`src/rtl/window_buffer.sv`:
```
// Sliding window of the 8 most recent 5-channel frames feeding the convolution stage.
// Define WINDOW_BUFFER_DONE_HANDSHAKE_EN to release BUSY on an i_conv_done rising edge instead of a fixed count.
module window_buffer #(
  parameter int NUM_CH      = 5,
  parameter int NUM_FRAMES  = 8,
  parameter int STRIDE      = 1,
  parameter int CONV_CYCLES = 4
) (
  input  logic                                 i_clk,
  input  logic                                 i_rst_n,
  input  logic                                 i_clear,
  input  logic                                 i_valid,
  input  logic [15:0]                          i_sample,
  output logic                                 o_ready,
  output logic [NUM_CH*NUM_FRAMES-1:0][15:0]   o_data,
  output logic                                 o_start,
  input  logic                                 i_conv_done,
  output logic [3:0]                           o_frames
);
  localparam int DEPTH = NUM_CH * NUM_FRAMES;
  localparam int CW    = $clog2(NUM_CH);

  typedef enum logic [1:0] {S_FILL, S_RUN, S_START, S_BUSY} state_t;

  state_t                     r_state, w_state_nxt;
  logic [NUM_CH-2:0][15:0]    r_stage;
  logic [CW-1:0]              r_ch;
  logic [3:0]                 r_hop, w_hop_nxt;
  logic [3:0]                 r_frames, w_frames_nxt;
  logic [DEPTH-1:0][15:0]     r_data;
  logic                       w_acc, w_frame_done, w_busy_exit;

  assign o_ready      = (r_state == S_FILL) || (r_state == S_RUN);
  assign o_start      = (r_state == S_START);
  assign o_frames     = r_frames;
  assign o_data       = r_data;
  assign w_acc        = i_valid && o_ready;
  assign w_frame_done = w_acc && (r_ch == CW'(NUM_CH-1));

`ifdef WINDOW_BUFFER_DONE_HANDSHAKE_EN
  localparam int conv_cycles_unused = CONV_CYCLES;
  logic r_done_d;

  always_ff @(posedge i_clk or negedge i_rst_n) begin
    if (!i_rst_n) r_done_d <= 1'b0;
    else          r_done_d <= i_conv_done;
  end

  // Only a fresh rising edge releases BUSY; a level left high is ignored.
  assign w_busy_exit = i_conv_done && !r_done_d;
`else
  localparam int BW = $clog2(CONV_CYCLES + 1);
  logic [BW-1:0] r_busy_cnt;
  logic          w_done_unused;

  assign w_done_unused = i_conv_done;

  always_ff @(posedge i_clk or negedge i_rst_n) begin
    if (!i_rst_n)               r_busy_cnt <= '0;
    else if (r_state == S_BUSY) r_busy_cnt <= r_busy_cnt + 1'b1;
    else                        r_busy_cnt <= '0;
  end

  assign w_busy_exit = (r_busy_cnt == BW'(CONV_CYCLES-1));
`endif

  always_comb begin
    w_state_nxt  = r_state;
    w_hop_nxt    = r_hop;
    w_frames_nxt = r_frames;
    case (r_state)
      S_FILL, S_RUN: begin
        if (w_frame_done) begin
          if (r_frames != 4'(NUM_FRAMES)) w_frames_nxt = r_frames + 4'd1;
          if (r_frames == 4'(NUM_FRAMES-1)) begin
            w_state_nxt = S_START;
            w_hop_nxt   = '0;
          end else if (r_state == S_RUN) begin
            if (r_hop + 4'd1 == 4'(STRIDE)) begin
              w_hop_nxt   = '0;
              w_state_nxt = S_START;
            end else begin
              w_hop_nxt   = r_hop + 4'd1;
            end
          end
        end
      end
      S_START: w_state_nxt = S_BUSY;
      S_BUSY:  if (w_busy_exit) w_state_nxt = S_RUN;
      default: w_state_nxt = S_FILL;
    endcase
    if (i_clear) begin
      w_state_nxt  = S_FILL;
      w_hop_nxt    = '0;
      w_frames_nxt = '0;
    end
  end

  always_ff @(posedge i_clk or negedge i_rst_n) begin
    if (!i_rst_n) begin
      r_state  <= S_FILL;
      r_hop    <= '0;
      r_frames <= '0;
    end else begin
      r_state  <= w_state_nxt;
      r_hop    <= w_hop_nxt;
      r_frames <= w_frames_nxt;
    end
  end

  always_ff @(posedge i_clk or negedge i_rst_n) begin
    if (!i_rst_n) begin
      r_ch   <= '0;
      r_data <= '0;
    end else if (i_clear) begin
      r_ch   <= '0;
      r_data <= '0;
    end else if (w_frame_done) begin
      r_ch   <= '0;
      // Shift out the oldest frame; the last channel comes straight from the bus.
      r_data <= {i_sample, r_stage, r_data[DEPTH-1:NUM_CH]};
    end else if (w_acc) begin
      r_ch   <= r_ch + 1'b1;
    end
  end

  for (genvar c = 0; c < NUM_CH-1; c++) begin : g_stage
    always_ff @(posedge i_clk or negedge i_rst_n) begin
      if (!i_rst_n)                          r_stage[c] <= '0;
      else if (i_clear)                      r_stage[c] <= '0;
      else if (w_acc && r_ch == CW'(c))      r_stage[c] <= i_sample;
    end
  end

endmodule

```
`config.mk`:
```
export PLATFORM = sky130hd
export DESIGN_NAME = window_buffer
export DESIGN_NICKNAME = d
export VERILOG_FILES = /design/src/rtl/window_buffer.sv
export SDC_FILE = /design/constraint.sdc
export NUM_CORES = 1
export LEC_CHECK = 0
export CORE_ASPECT_RATIO = 1.25
export CORE_UTILIZATION = 25
export CTS_BUF_LIST = sky130_fd_sc_hd__clkbuf_16
export DETAILED_ROUTE_END_ITERATION = 7
export SYNTH_ARGS = -nofsm -noshare
export SYNTH_HDL_FRONTEND = slang
export SYNTH_SLANG_ARGS = --single-unit
```
`constraint.sdc`:
```
create_clock -name i_clk -period 2.3 [get_ports i_clk]
set_clock_uncertainty 0.2 [all_clocks]
set_input_delay 0.69 -clock i_clk [delete_from_list [all_inputs] [get_ports i_clk]]
set_output_delay 0.69 -clock i_clk [all_outputs]
set_load 0.02 [all_outputs]
```
### Word level (Yosys, flattened, before mapping)

Index checks and enable logic that the tools add are counted.

| word-level totals | value |
|---|---|
| bits in registers | 720 |
| bits of input ports | 21 |
| output and inout port bits | 646 |
| word-level logic and storage cells | 121 |

| cells by class | value |
|---|---|
| add/sub/neg operators | 4 |
| equal/unequal tests | 15 |
| multiplexer cells | 31 |
| reduce and logical (&&, ||, !) cells | 22 |

Operators with widths:

| cell | count |
|---|---|
| 640-bit 2-to-1 mux | 2 |
| 16-bit 2-to-1 mux | 8 |
| 4-bit 2-to-1 mux | 10 |
| 2-bit nonzero test | 7 |
| 2-bit 2-to-1 mux | 6 |
| 3-bit 2-to-1 mux | 4 |
| 4-bit inequality test, second input constant | 3 |
| 3-bit by 2-bit == test with 1-bit output, second input constant | 3 |
| 4-bit by 1-bit adder with 4-bit output, second input constant | 2 |
| 3-bit by 1-bit adder with 3-bit output, second input constant | 2 |
| 1-bit logical AND | 6 |
| 3-bit inequality test, second input constant | 2 |
| 2-bit case mux with 3 select lines | 1 |
| 3-bit AND reduction | 2 |
| 3-bit nonzero test | 2 |
| 2-bit == test, second input constant | 2 |
| 4-bit by 1-bit == test with 1-bit output, second input constant | 1 |
| 4-bit by 3-bit == test with 1-bit output, second input constant | 1 |
| 4-bit AND reduction | 1 |
| 3-bit by 1-bit == test with 1-bit output, second input constant | 1 |
| 3-bit == test, second input constant | 1 |
| 3-bit zero test | 1 |
| 2-bit by 1-bit == test with 1-bit output, second input constant | 1 |
| 2-bit zero test | 1 |
| other kinds (2) | 2 |

### Depth between registers and ports, before layout

| logic depth | value |
|---|---|
| depth in word-level cells | 8 |
| depth in mapped cells | 9 |
| depth with buffers taken out | 6 |

### Worst setup path before layout

Ideal clock, no wire load.

| timing | value |
|---|---|
| kind | in2reg |
| start point | input i_clear |
| end point | register r_data (netlist bit o_data[0]) |
| library setup time | 0.136 ns |
| data arrival time | 1.671 ns |
| required time | 1.964 ns |
| setup slack | 0.292 ns |
| cell stages on the path | 5 |
| buffers on the path | 4 |
| path through | buf_2 -> clkbuf_1 -> clkbuf_1 -> clkbuf_1 -> a21oi_1 |

| on the way | value |
|---|---|
| longest elaborated chain between the ends | 1 |
| elaborated cells between the ends (all ways) | 2 |
| classes of those cells | 1 x mux; 1 x reduce/logical |

Ends and longest elaborated chain:

| what | RTL line | source |
|---|---|---|
| start, declared | 11 | `input logic i_clear,` |
| 640-bit 2-to-1 mux or 2-bit nonzero test (tied branches) | -- |  |
| end signal, assigned | 121 | `r_data <= {i_sample, r_stage, r_data[DEPTH-1:NUM_CH]};` |
| end, declared | 30 | `logic [DEPTH-1:0][15:0] r_data;` |

Several ways; a longest one is shown, not always the timed one.
A chain may end at the register's enable or synchronous reset.

### Worst setup path in the final report

| timing | value |
|---|---|
| start point | register r_data (netlist bit o_data[180]) |
| end point | output o_data[180] in the netlist's numbering |

RTL lines:

| what | RTL line | source |
|---|---|---|
| end, declared | 15 | `output logic [NUM_CH*NUM_FRAMES-1:0][15:0] o_data,` |

No word-level cell between the ends.

==> summary.txt <==
Flow run
  – Max-Cap Viols: 0

Critical path
  – Crit-path slowest cell: dfrtp_1
  – Req. time, crit path: 1.41 ns
  – Setup Crit Path Kind: flop to primary output
  – Buf/Inv on CP: 1
  – Flop2flop setup slack: 0.11 ns
  – CP Launch Type: flop
  – Max incr delay on CP: 0.41 ns
  – Top Family by Delay on Critical Path: flip-flops
  – Arr. time, crit path: 1.38 ns
  – Crit-path max FO: 3
  – Crit path cell chain: clkdlybuf4s15_2
  – CP Capture Type: primary output

GRT
  – All-Layer GR Usage: 18.1%
  – Largest net degree at the start of global routing: 107
  – Initial antenna violation count: 5
  – Vias in the first global route: 23400
  – Global-route wire length before repair: 158000 um
  – GRT overflow: 0

Yosys
  – Unique masters post-synth: 33
  – Area contributors post-synth: dfrtp_1, nand2_1, a21oi_1
  – Ys flop type: dfrtp_1
  – Post-Syn Area per Cell: 9.01 um2
  – Number of synthesis warnings: 0
  – Syn Nets: between 3000 and 4000
  – Area share of the largest cell type after synthesis: 63.2%
  – Synth Instances: 3164
  – Sequential share of the synthesized area: 63.2%
  – Flops & latches, synth: 720
  – Share of flip-flops with an asynchronous set or reset: 100%
  – Cell taking the most area after synthesis: dfrtp_1
  – Mapped cell area: 28500 um2
  – Post-synth EDFFs: 0

STA
  – Unrepaired setup endpoints after global routing: false
  – Min Hold Slack: 0.194 ns
  – Worst-Margin Slew: 0.614 ns
  – Final setup fails: 0
  – Worst rel slew slack: 59.0%
  – FMAX: about 440 MHz
  – Hold Vio Cnt, Final: 0
  – Tmin final: about 2.3 ns
  – Slew Viols, Final: 0
  – Final period utilization: 98.6%
  – Setup TNS Final: 0 ns

CTS
  – Clk pin slew, worst setup/hold paths: 0.06 ns
  – Max Buffers Root-to-Sink: 3
  – Root buf cell: clkbuf_16
  – Clock tree from TritonCTS: yes
  – H-Tree Depth: 3
  – Clock sink count: 720
  – Number of buffers created by CTS: 80
  – Clk Latency, worst-skew pair: 0.66 ns

Detailed routing
  – Vias: 24800
  – Routed Antenna Nets: 0
  – Vias per inst: 4.58
  – First DRT Iteration DRCs: 2221
  – DRT Pass-1 Iters: 5
  – # DRC: 0
  – Final wirelength: 109000 um
  – Wire per inst: 20.1 um

Floorplanning
  – Row cnt: 138
  – Top Ports: approximately 670
  – Core box area: roughly 110000 um2
  – Die ar.: 115000 um2
  – Die Height: around 380 um
  – Initial Utilization: 25.2%
  – DIE WIDTH: about 300 um

Pwr
  – Leak: 17.3 nW
  – Power, Total: 26.5 mW
  – Power per cell area: 654 nW/um2
  – Worst vdd ir: 0.000531 V

Place
  – HPWL after DPL: between 70000 and 80000 um
  – Number of port buffers: roughly 670
  – Routability cong.: 0.852
  – Placed Area: 38200 um2

Layout
  – # fillers: 11500
  – Most frequent cells in the layout: nand2_1, dfrtp_1, a21oi_1
  – Design area: 40500 um2
  – Layout cells sized above 1: a little under a quarter
  – Most common cell after layout, fill and taps aside: nand2_1
  – # nets final: 3926
  – Core Util, Final: 35.9%
  – Area grow syn2layout: 42.3%

Status
  – Status: finished clean

Hold path
  – Hold Path Class: input port to flop
power breakdown:
part	total (mW)	internal (mW)	leakage, nW	switching [mW]
Sequential	12.8	12.7	10.0	0.0443
Combinational	0.996	0.278	6.04	0.718
Clock	12.8	7.30	1.30	5.46
Total	26.5	20.3	17.3	6.22
worst paths after layout:
| kind | from | end | depth (start not counted) |
|---|---|---|---|
| setup / recovery | o_data[180] | o_data[180] | 1 |
| hold / removal | i_clear | o_data[411] | 2 |
| setup reg to reg | r_state[1] | r_hop[3] | 7 |
| hold reg to reg | r_busy_cnt[0] | r_busy_cnt[0] | 1 |
| max in group asynchronous | i_rst_n | o_data[18] | 3 |
| min in group asynchronous | i_rst_n | o_data[427] | 2 |
area by class of cell:
| cell class | count | area [um2] | share of cell area, % |
|---|---|---|---|
| sequential | 720 | 18000 | 44.5 |
| multi-input combinational | 2195 | 9430 | 23.2 |
| antenna | 3 | 7.51 | 0.0185 |
| clock buffer | 84 | 2100 | 5.18 |
| inverter | 12 | 45.0 | 0.111 |
| clock inverter | 54 | 469 | 1.16 |
| tap | 1470 | 1840 | 4.54 |
| timing repair buffer | 885 | 8620 | 21.3 |
sequential cells by signal, summed over array words and instances (netlist names):
signal	cells
r_hop	4
r_ch	3
o_frames	4
o_data	640
r_busy_cnt	3
r_stage	64
r_state	2
worst register-to-register path, stage by stage, from the launching register on:
cell and delay [ns]:
dfrtp_1 0.38, buf_4 0.13, buf_4 0.17, and4b_4 0.39, buf_12 0.18, nor2_1 0.08
or4_1 0.50, o21ai_0 0.08
logic make-up after synthesis:
logic type / Yosys count / share of synthesized area (%)
compound gates: 728 / 12.9
mux: 1 / 0.0351
simple gates: 1453 / 19.5
flops: 720 / 63.2
xor+xnor: 2 / 0.0615
fa+ha+maj: 11 / 0.483
buf+inv: 249 / 3.78
per-stage QoR:
stage	cells	worst slack, ns
2_1_floorplan	3164	0.292
3_3_place_gp	5255	-0.360
3_5_place_dp	5255	-0.404
4_1_cts	5409	0.0000934
5_1_grt	5421	0.0000829
6_report	5423	0.0321
routing by layer:
layer	vias to the layer above	share of wire, %	track usage [%]
li1	11700	-	-
met1	12200	42	23.6
met2	794	46	28.3
met3	213	5.6	3.60
met4	2	5.5	10.1
met5	-	0.016	0
cell usage after synthesis (2+ instances only):
master / count
a211oi_1: 2
nand3_1: 5
dfrtp_1: 720
nand2_1: 1402
a31o_2: 2
nand2b_1: 17
nor2_1: 13
clkbuf_2: 3
o21ai_0: 21
or2_2: 2
and2_1: 4
a32o_1: 2
a21oi_1: 695
ha_1: 11
and3_1: 4
xnor2_1: 2
clkbuf_1: 128
a31oi_1: 2
buf_4: 6
buf_1: 8
inv_1: 12
buf_2: 92
what timing repair did:
action	CTS	global route
gates resized for setup	1878	133
pin swaps	0	0
setup buffers	15	7
hold buffers	1	0
gates cloned	0	4
hold endpoints to repair	121	0
setup endpoints to repair	640	312
Power figures use the tool's default switching activity.
